<file path="config.mk">
export PLATFORM = sky130hd
export DESIGN_NAME = mem_bus_ctrl
export DESIGN_NICKNAME = d
export VERILOG_FILES = /design/src/rtl/mem_bus_ctrl.sv
export SDC_FILE = /design/constraint.sdc
export NUM_CORES = 1
export LEC_CHECK = 0
export ABC_CLOCK_PERIOD_IN_PS = 2300
export CAP_MARGIN = 20
export CORE_MARGIN = 2
export CORE_UTILIZATION = 41
export CTS_CLUSTER_SIZE = 24
export DETAILED_ROUTE_END_ITERATION = 10
export GPL_TIMING_DRIVEN = 0
export PLACE_DENSITY = 0.88
export SLEW_MARGIN = 15
export SYNTH_ARGS = -nofsm -noshare
export SYNTH_HDL_FRONTEND = slang
export SYNTH_SLANG_ARGS = --single-unit
</file>
<file path="constraint.sdc">
create_clock -name clk -period 2.3 [get_ports clk]
set_input_delay 0.69 -clock clk [delete_from_list [all_inputs] [get_ports clk]]
set_output_delay 0.69 -clock clk [all_outputs]
set_load 0.02 [all_outputs]
</file>
<file path="src/rtl/mem_bus_ctrl.sv">
// mem_bus_ctrl: external SRAM-style bus controller.
// Accepts NOP/READ/WRITE (and BURST_READ/BURST_WRITE when the MEM_BUS_BURST_EN
// macro is defined) through a valid/ready handshake. Each access runs
// SETUP -> WAIT x WAIT_CYC -> ACCESS, and bursts add a NEXT cycle between beats.
// All outputs are registered. Each output register is loaded from the decoded
// next state, so the bus pins change on the same edge as the FSM.
module mem_bus_ctrl #(
    parameter int ADDR_W    = 20,
    parameter int DATA_W    = 8,
    parameter int WAIT_CYC  = 2,
    parameter int BURST_LEN = 4
) (
    input  logic              clk,
    input  logic              reset,
    input  logic [2:0]        OP,
    input  logic              op_valid,
    output logic              op_ready,
    input  logic [ADDR_W-1:0] addr_in,
    input  logic [DATA_W-1:0] wdata,
    output logic              wdata_ack,
    output logic [DATA_W-1:0] rdata,
    output logic              rdata_valid,
    output logic              err,
    output logic              busy,
    output logic [ADDR_W-1:0] Direction,
    output logic [DATA_W-1:0] Data_out,
    input  logic [DATA_W-1:0] Data_in,
    output logic              cs_n,
    output logic              oe_n,
    output logic              we_n
);

    localparam logic [2:0] OP_NOP    = 3'b000;
    localparam logic [2:0] OP_READ   = 3'b001;
    localparam logic [2:0] OP_WRITE  = 3'b010;
    localparam logic [2:0] OP_BREAD  = 3'b011;
    localparam logic [2:0] OP_BWRITE = 3'b100;

    // Last value of the wait counter. It is never reached when WAIT_CYC is 0,
    // because SETUP then goes straight to ACCESS.
    localparam logic [3:0] WAIT_LAST = 4'(WAIT_CYC - 1);

    // Reject out-of-range configurations when the design is elaborated.
    if (WAIT_CYC < 0 || WAIT_CYC > 15) begin : g_bad_wait
        $error("mem_bus_ctrl: WAIT_CYC must be within 0..15");
    end
    if (BURST_LEN < 2 || BURST_LEN > 16) begin : g_bad_burst
        $error("mem_bus_ctrl: BURST_LEN must be within 2..16");
    end

    typedef enum logic [2:0] {
        ST_IDLE   = 3'd0,
        ST_SETUP  = 3'd1,
        ST_WAIT   = 3'd2,
        ST_ACCESS = 3'd3
`ifdef MEM_BUS_BURST_EN
        , ST_NEXT = 3'd4
`endif
    } state_t;

    state_t     state_r;
    state_t     state_s;
    logic       cmd_read_r;
    logic [3:0] wait_cnt_r;
    logic       start_s;
    logic       start_rd_s;
    logic       illegal_s;
    logic       rd_sel_s;
    logic       last_beat_s;
    logic       enter_next_s;

`ifdef MEM_BUS_BURST_EN
    localparam logic [3:0] BEAT_LAST = 4'(BURST_LEN - 1);
    logic       cmd_burst_r;
    logic       start_burst_s;
    logic [3:0] beat_cnt_r;
`endif

    // Decode the offered command. Only a command that is accepted in IDLE counts.
    always_comb begin
        start_s    = 1'b0;
        start_rd_s = 1'b0;
        illegal_s  = 1'b0;
`ifdef MEM_BUS_BURST_EN
        start_burst_s = 1'b0;
`endif
        if (state_r == ST_IDLE && op_valid) begin
            case (OP)
                OP_NOP: begin
                    start_s = 1'b0;
                end
                OP_READ: begin
                    start_s    = 1'b1;
                    start_rd_s = 1'b1;
                end
                OP_WRITE: begin
                    start_s = 1'b1;
                end
`ifdef MEM_BUS_BURST_EN
                OP_BREAD: begin
                    start_s       = 1'b1;
                    start_rd_s    = 1'b1;
                    start_burst_s = 1'b1;
                end
                OP_BWRITE: begin
                    start_s       = 1'b1;
                    start_burst_s = 1'b1;
                end
`endif
                default: begin
                    illegal_s = 1'b1;
                end
            endcase
        end else begin
            start_s    = 1'b0;
            start_rd_s = 1'b0;
            illegal_s  = 1'b0;
        end
    end

    // Direction of the transfer that the next state belongs to. While IDLE the
    // command being accepted decides it. Otherwise the stored command decides it.
    always_comb begin
        if (state_r == ST_IDLE) begin
            rd_sel_s = start_rd_s;
        end else begin
            rd_sel_s = cmd_read_r;
        end
    end

    // Single accesses always end after one beat. A burst ends on its final beat.
    always_comb begin
`ifdef MEM_BUS_BURST_EN
        if (cmd_burst_r) begin
            last_beat_s = (beat_cnt_r == BEAT_LAST);
        end else begin
            last_beat_s = 1'b1;
        end
`else
        last_beat_s = 1'b1;
`endif
    end

    // Next-state logic for the access sequencer.
    always_comb begin
        state_s = state_r;
        case (state_r)
            ST_IDLE: begin
                if (start_s) begin
                    state_s = ST_SETUP;
                end else begin
                    state_s = ST_IDLE;
                end
            end
            ST_SETUP: begin
                if (WAIT_CYC == 0) begin
                    state_s = ST_ACCESS;
                end else begin
                    state_s = ST_WAIT;
                end
            end
            ST_WAIT: begin
                if (wait_cnt_r == WAIT_LAST) begin
                    state_s = ST_ACCESS;
                end else begin
                    state_s = ST_WAIT;
                end
            end
            ST_ACCESS: begin
`ifdef MEM_BUS_BURST_EN
                if (last_beat_s) begin
                    state_s = ST_IDLE;
                end else begin
                    state_s = ST_NEXT;
                end
`else
                if (last_beat_s) begin
                    state_s = ST_IDLE;
                end else begin
                    state_s = ST_IDLE;
                end
`endif
            end
`ifdef MEM_BUS_BURST_EN
            ST_NEXT: begin
                state_s = ST_SETUP;
            end
`endif
            default: begin
                state_s = ST_IDLE;
            end
        endcase
    end

    // A step into NEXT advances the bus address and the beat counter.
    always_comb begin
`ifdef MEM_BUS_BURST_EN
        enter_next_s = (state_s == ST_NEXT);
`else
        enter_next_s = 1'b0;
`endif
    end

    // State register and the registered handshake and bus strobes.
    always_ff @(posedge clk) begin
        if (reset) begin
            state_r     <= ST_IDLE;
            op_ready    <= 1'b1;
            busy        <= 1'b0;
            cs_n        <= 1'b1;
            oe_n        <= 1'b1;
            we_n        <= 1'b1;
            wdata_ack   <= 1'b0;
            err         <= 1'b0;
            rdata_valid <= 1'b0;
        end else begin
            state_r     <= state_s;
            op_ready    <= (state_s == ST_IDLE);
            busy        <= (state_s != ST_IDLE);
            cs_n        <= (state_s == ST_IDLE);
            oe_n        <= !((state_s == ST_ACCESS) && rd_sel_s);
            we_n        <= !((state_s == ST_ACCESS) && !rd_sel_s);
            wdata_ack   <= (state_s == ST_SETUP) && !rd_sel_s;
            err         <= illegal_s;
            rdata_valid <= (state_r == ST_ACCESS) && cmd_read_r;
        end
    end

    // Address, write-data and read-data registers.
    always_ff @(posedge clk) begin
        if (reset) begin
            Direction <= '0;
            Data_out  <= '0;
            rdata     <= '0;
        end else begin
            if (start_s) begin
                Direction <= addr_in;
            end else if (enter_next_s) begin
                Direction <= Direction + {{(ADDR_W-1){1'b0}}, 1'b1};
            end else begin
                Direction <= Direction;
            end
            if ((state_s == ST_SETUP) && !rd_sel_s) begin
                Data_out <= wdata;
            end else begin
                Data_out <= Data_out;
            end
            if ((state_r == ST_ACCESS) && cmd_read_r) begin
                rdata <= Data_in;
            end else begin
                rdata <= rdata;
            end
        end
    end

    // Command latch and the wait/beat counters.
    always_ff @(posedge clk) begin
        if (reset) begin
            cmd_read_r <= 1'b0;
            wait_cnt_r <= 4'd0;
`ifdef MEM_BUS_BURST_EN
            cmd_burst_r <= 1'b0;
            beat_cnt_r  <= 4'd0;
`endif
        end else begin
            if (start_s) begin
                cmd_read_r <= start_rd_s;
            end else begin
                cmd_read_r <= cmd_read_r;
            end
            if (state_r == ST_WAIT) begin
                wait_cnt_r <= wait_cnt_r + 4'd1;
            end else begin
                wait_cnt_r <= 4'd0;
            end
`ifdef MEM_BUS_BURST_EN
            if (start_s) begin
                cmd_burst_r <= start_burst_s;
                beat_cnt_r  <= 4'd0;
            end else if (enter_next_s) begin
                cmd_burst_r <= cmd_burst_r;
                beat_cnt_r  <= beat_cnt_r + 4'd1;
            end else begin
                cmd_burst_r <= cmd_burst_r;
                beat_cnt_r  <= beat_cnt_r;
            end
`endif
        end
    end

endmodule
</file>
==> summary.md <==
* fin nets: 353
* GR Overflow Total: 0
* initial cell density of the core: 43.1%
* setup total negative slack: 0 ps
* worst min-delay path startpoint: rdata[4]$_SDFFE_PP0P_
* cell area power density: 610 nW/um2
* maximum clock frequency: 459 MHz
* leak pwr: 0.00109 uW
* post-cts sizing count: 0
* shortest period the worst path allows: 2180 ps
* port bufs: 85
* number of synthesized flops with an enable pin: 0
* fraction of the yosys area taken by sequential cells: 53.0%
* total via count after detailed routing: 1,741
* number of remaining DRC errors: 0
* hold_buf cts: 0
* initial antenna violation count: 0
* setup violation total in the final timing report: 0
* class of the tightest hold or removal check: flop to flop
* post-synth net total: 261
* post-synth cell types: 27
* beginning of the critical path: OP[1]
* post-detailed-placement cell area: 2800 um2
* largest net degree at the start of global routing: 16
* clock tree skew after final layout: 17.4 ps
* clock insertion delay at the later pin of the skew report: 310 ps
* final-report max-slew violation count: 0
* worst-case vdd ir drop: 0.384 mV
* complex-gate fraction of the synthesized area: 9.68%
* final weighted congestion in routability-driven placement: 0.744
* Worst Tran Pin Value: 477 ps
* Pre-antenna DRT Iters: 4
* average cell area after synthesis: 8.82 um2
* All-Layer GR Usage: 18.2%
* most instantiated flip-flop cell in the synthesis netlist: dfxtp_1
* total of flip-flops plus latches after synthesis: 50
* number of placement rows: 24
* CP Launch Type: input pin
* Arrival @ worst endpoint: 2370 ps
* Final Worst Setup Slack: 119 ps
* DR vias/cell: 4.85
* reported max-cap violation count: 0
* dominant cells by area after synthesis: dfxtp_1, nand2_1, a21oi_1, nand2b_1, mux2i_1
* synthesized-area fraction occupied by xor and xnor cells: 1.39%
* clock transition time at the flip-flop clock pins of the worst setup and hold paths: 80 ps
* worst flop-to-flop path startpoint: state_r[1]$_SDFF_PP0_
* TritonCTS clock tree: built
* CTS Buffer Depth: 2
* post-detailed-route count of antenna-violating nets: 0
* Starting DRT DRC Count: 88
* cts bufs inserted: 5
* combinational family with the most area after synthesis: simple AND/OR/NAND/NOR gates
* post-route clock period utilization: 94.8%
* length in cells of the worst reg-to-reg path: 7
* Hold Slack: 456 ps
* filler cell count in the final layout: 367
* number of synthesis warnings: 0
* die boundary height: 71.9 um
* combined area of all synthesized cells: 1890 um2
* Hold Fails Final Rpt: 0
* wire length after detailed routing: 4.55 mm
* adder-cell area share of the yosys netlist: 3.31%
* worst-path maximum fanout: 8
* count of cells along the worst hold path: 2
* H-tree depth: 2
* wire length per cell: 12.7 um
* setup repair after global routing missed its margin: no
* number of I/O pins: 86
* cell type with the largest total area after synthesis: dfxtp_1
* total core area: 4380 um2
* area delta synth->final: 54.7%
* wire length of the first global-routing pass: 7.34 mm
* HPWL after detailed placement: 3.45 mm
* proportion of synthesized flip-flops having asynchronous set or reset: 0%
* endpoint class of the critical path: flop
* Die X-Extent: 71.9 um
* summed area of non-filler cells in the final layout: 2920 um2
* total power: 1780 uW
* Post-Synth Simple-Gate Area: 23.4%
* Post-CTS Repair Setup Buffers: 0
* register-to-register setup slack: 320 ps
* vias in the first global route: 1,664
* Req. time, crit path: 2490 ps
* number of inserted diodes: 0
* clock sink count: 50
* fraction of synthesized area in multiplexers: 4.84%
* Max-Slew Margin vs Limit: 68.2%
* pre-CTS worst setup slack: -275 ps
* area share of the leading cell type in the synthesized netlist: 53.0%
* run status: completed
* Post-Syn Instances: 214
* type of the worst setup path: input pin to flop
* share of post-route cells with drive strength above 1: 4.56%
* clock root cell: clkbuf_8
* die footprint: 5160 um2
layer usage:
layer	GRT usage (%)	vias up	share of wire [%]
li1	-	875	-
met1	20.4	802	40
met2	32.8	56	52
met3	6.19	8	6.9
met4	5.03	0	1.4
met5	0	-	0
layout make-up:
type	count	area, um2	share of cell area, %
repair buffers	85	851	29.1
clock inverters	2	37.5	1.28
well taps	52	65.1	2.23
inverters	6	22.5	0.771
clock buffers	6	72.6	2.48
plain buffers	13	60.1	2.06
multi-input cells	145	812	27.8
flip-flops and latches	50	1000	34.3
worst max-delay path, cell delays in order:
cell and delay, ps:
clkdlybuf4s50_1 570, and4bb_1 210, mux2_2 300, or3_1 330, buf_6 160, mux2i_1 110
sequential cells by signal, indices dropped and copies added (netlist names), 2 cells and up:
| register | cells |
|---|---|
| wait_cnt_r | 4 |
| rdata | 8 |
| Data_out | 8 |
| Direction | 20 |
| state_r | 2 |
worst paths after layout:
path | to
hold reg to reg | rdata[4]$_SDFFE_PP0P_
setup / recovery | Data_out[3]$_SDFFE_PP0P_
setup reg to reg | Data_out[7]$_SDFFE_PP0P_
hold / removal | rdata[4]$_SDFFE_PP0P_
cells in the final DEF (no fill, tap or decap), types with 5 or more instances in the layout:
cell type,count
nor2_1,8
ha_1,5
nand2_1,51
a21oi_1,30
nand3_1,10
nand2b_1,17
clkbuf_8,5
inv_1,6
clkbuf_1,12
dfxtp_1,50
clkdlybuf4s50_1,85
mux2i_1,8
Yosys cell counts (all sizes together), types with 2 or more instances:
cell type,n
xor2,2
clkbuf,11
buf,2
nand2,51
nand3,10
nand2b,17
dfxtp,50
nor2,8
ha,5
a21oi,30
inv,6
mux2i,8
where the power goes:
group | internal (uW) | switching, uW
sequential | 892 | 13.0
combinational | 143 | 115
clock | 325 | 294
stage by stage:
| stage | instances | utilization [%] |
|---|---|---|
| after floorplan | 214 | - |
| after global placement | 351 | 64.0 |
| after detailed placement | 351 | 64.0 |
| after CTS | 359 | 66.5 |
| after global routing | 359 | 66.6 |
| final | 359 | 66.6 |
cells by family (layout without fill, tap and decap cells):
kind of cell,after synthesis,in the layout
flip-flops,50,50
AO/OA/AOI/OAI,34,34
XOR/XNOR,3,3
AND/OR/NAND/NOR,94,94
adder cells (fa/ha/maj),5,5
multiplexers,9,9
buffers and inverters,19,112
Power figures use the tool's default switching activity.
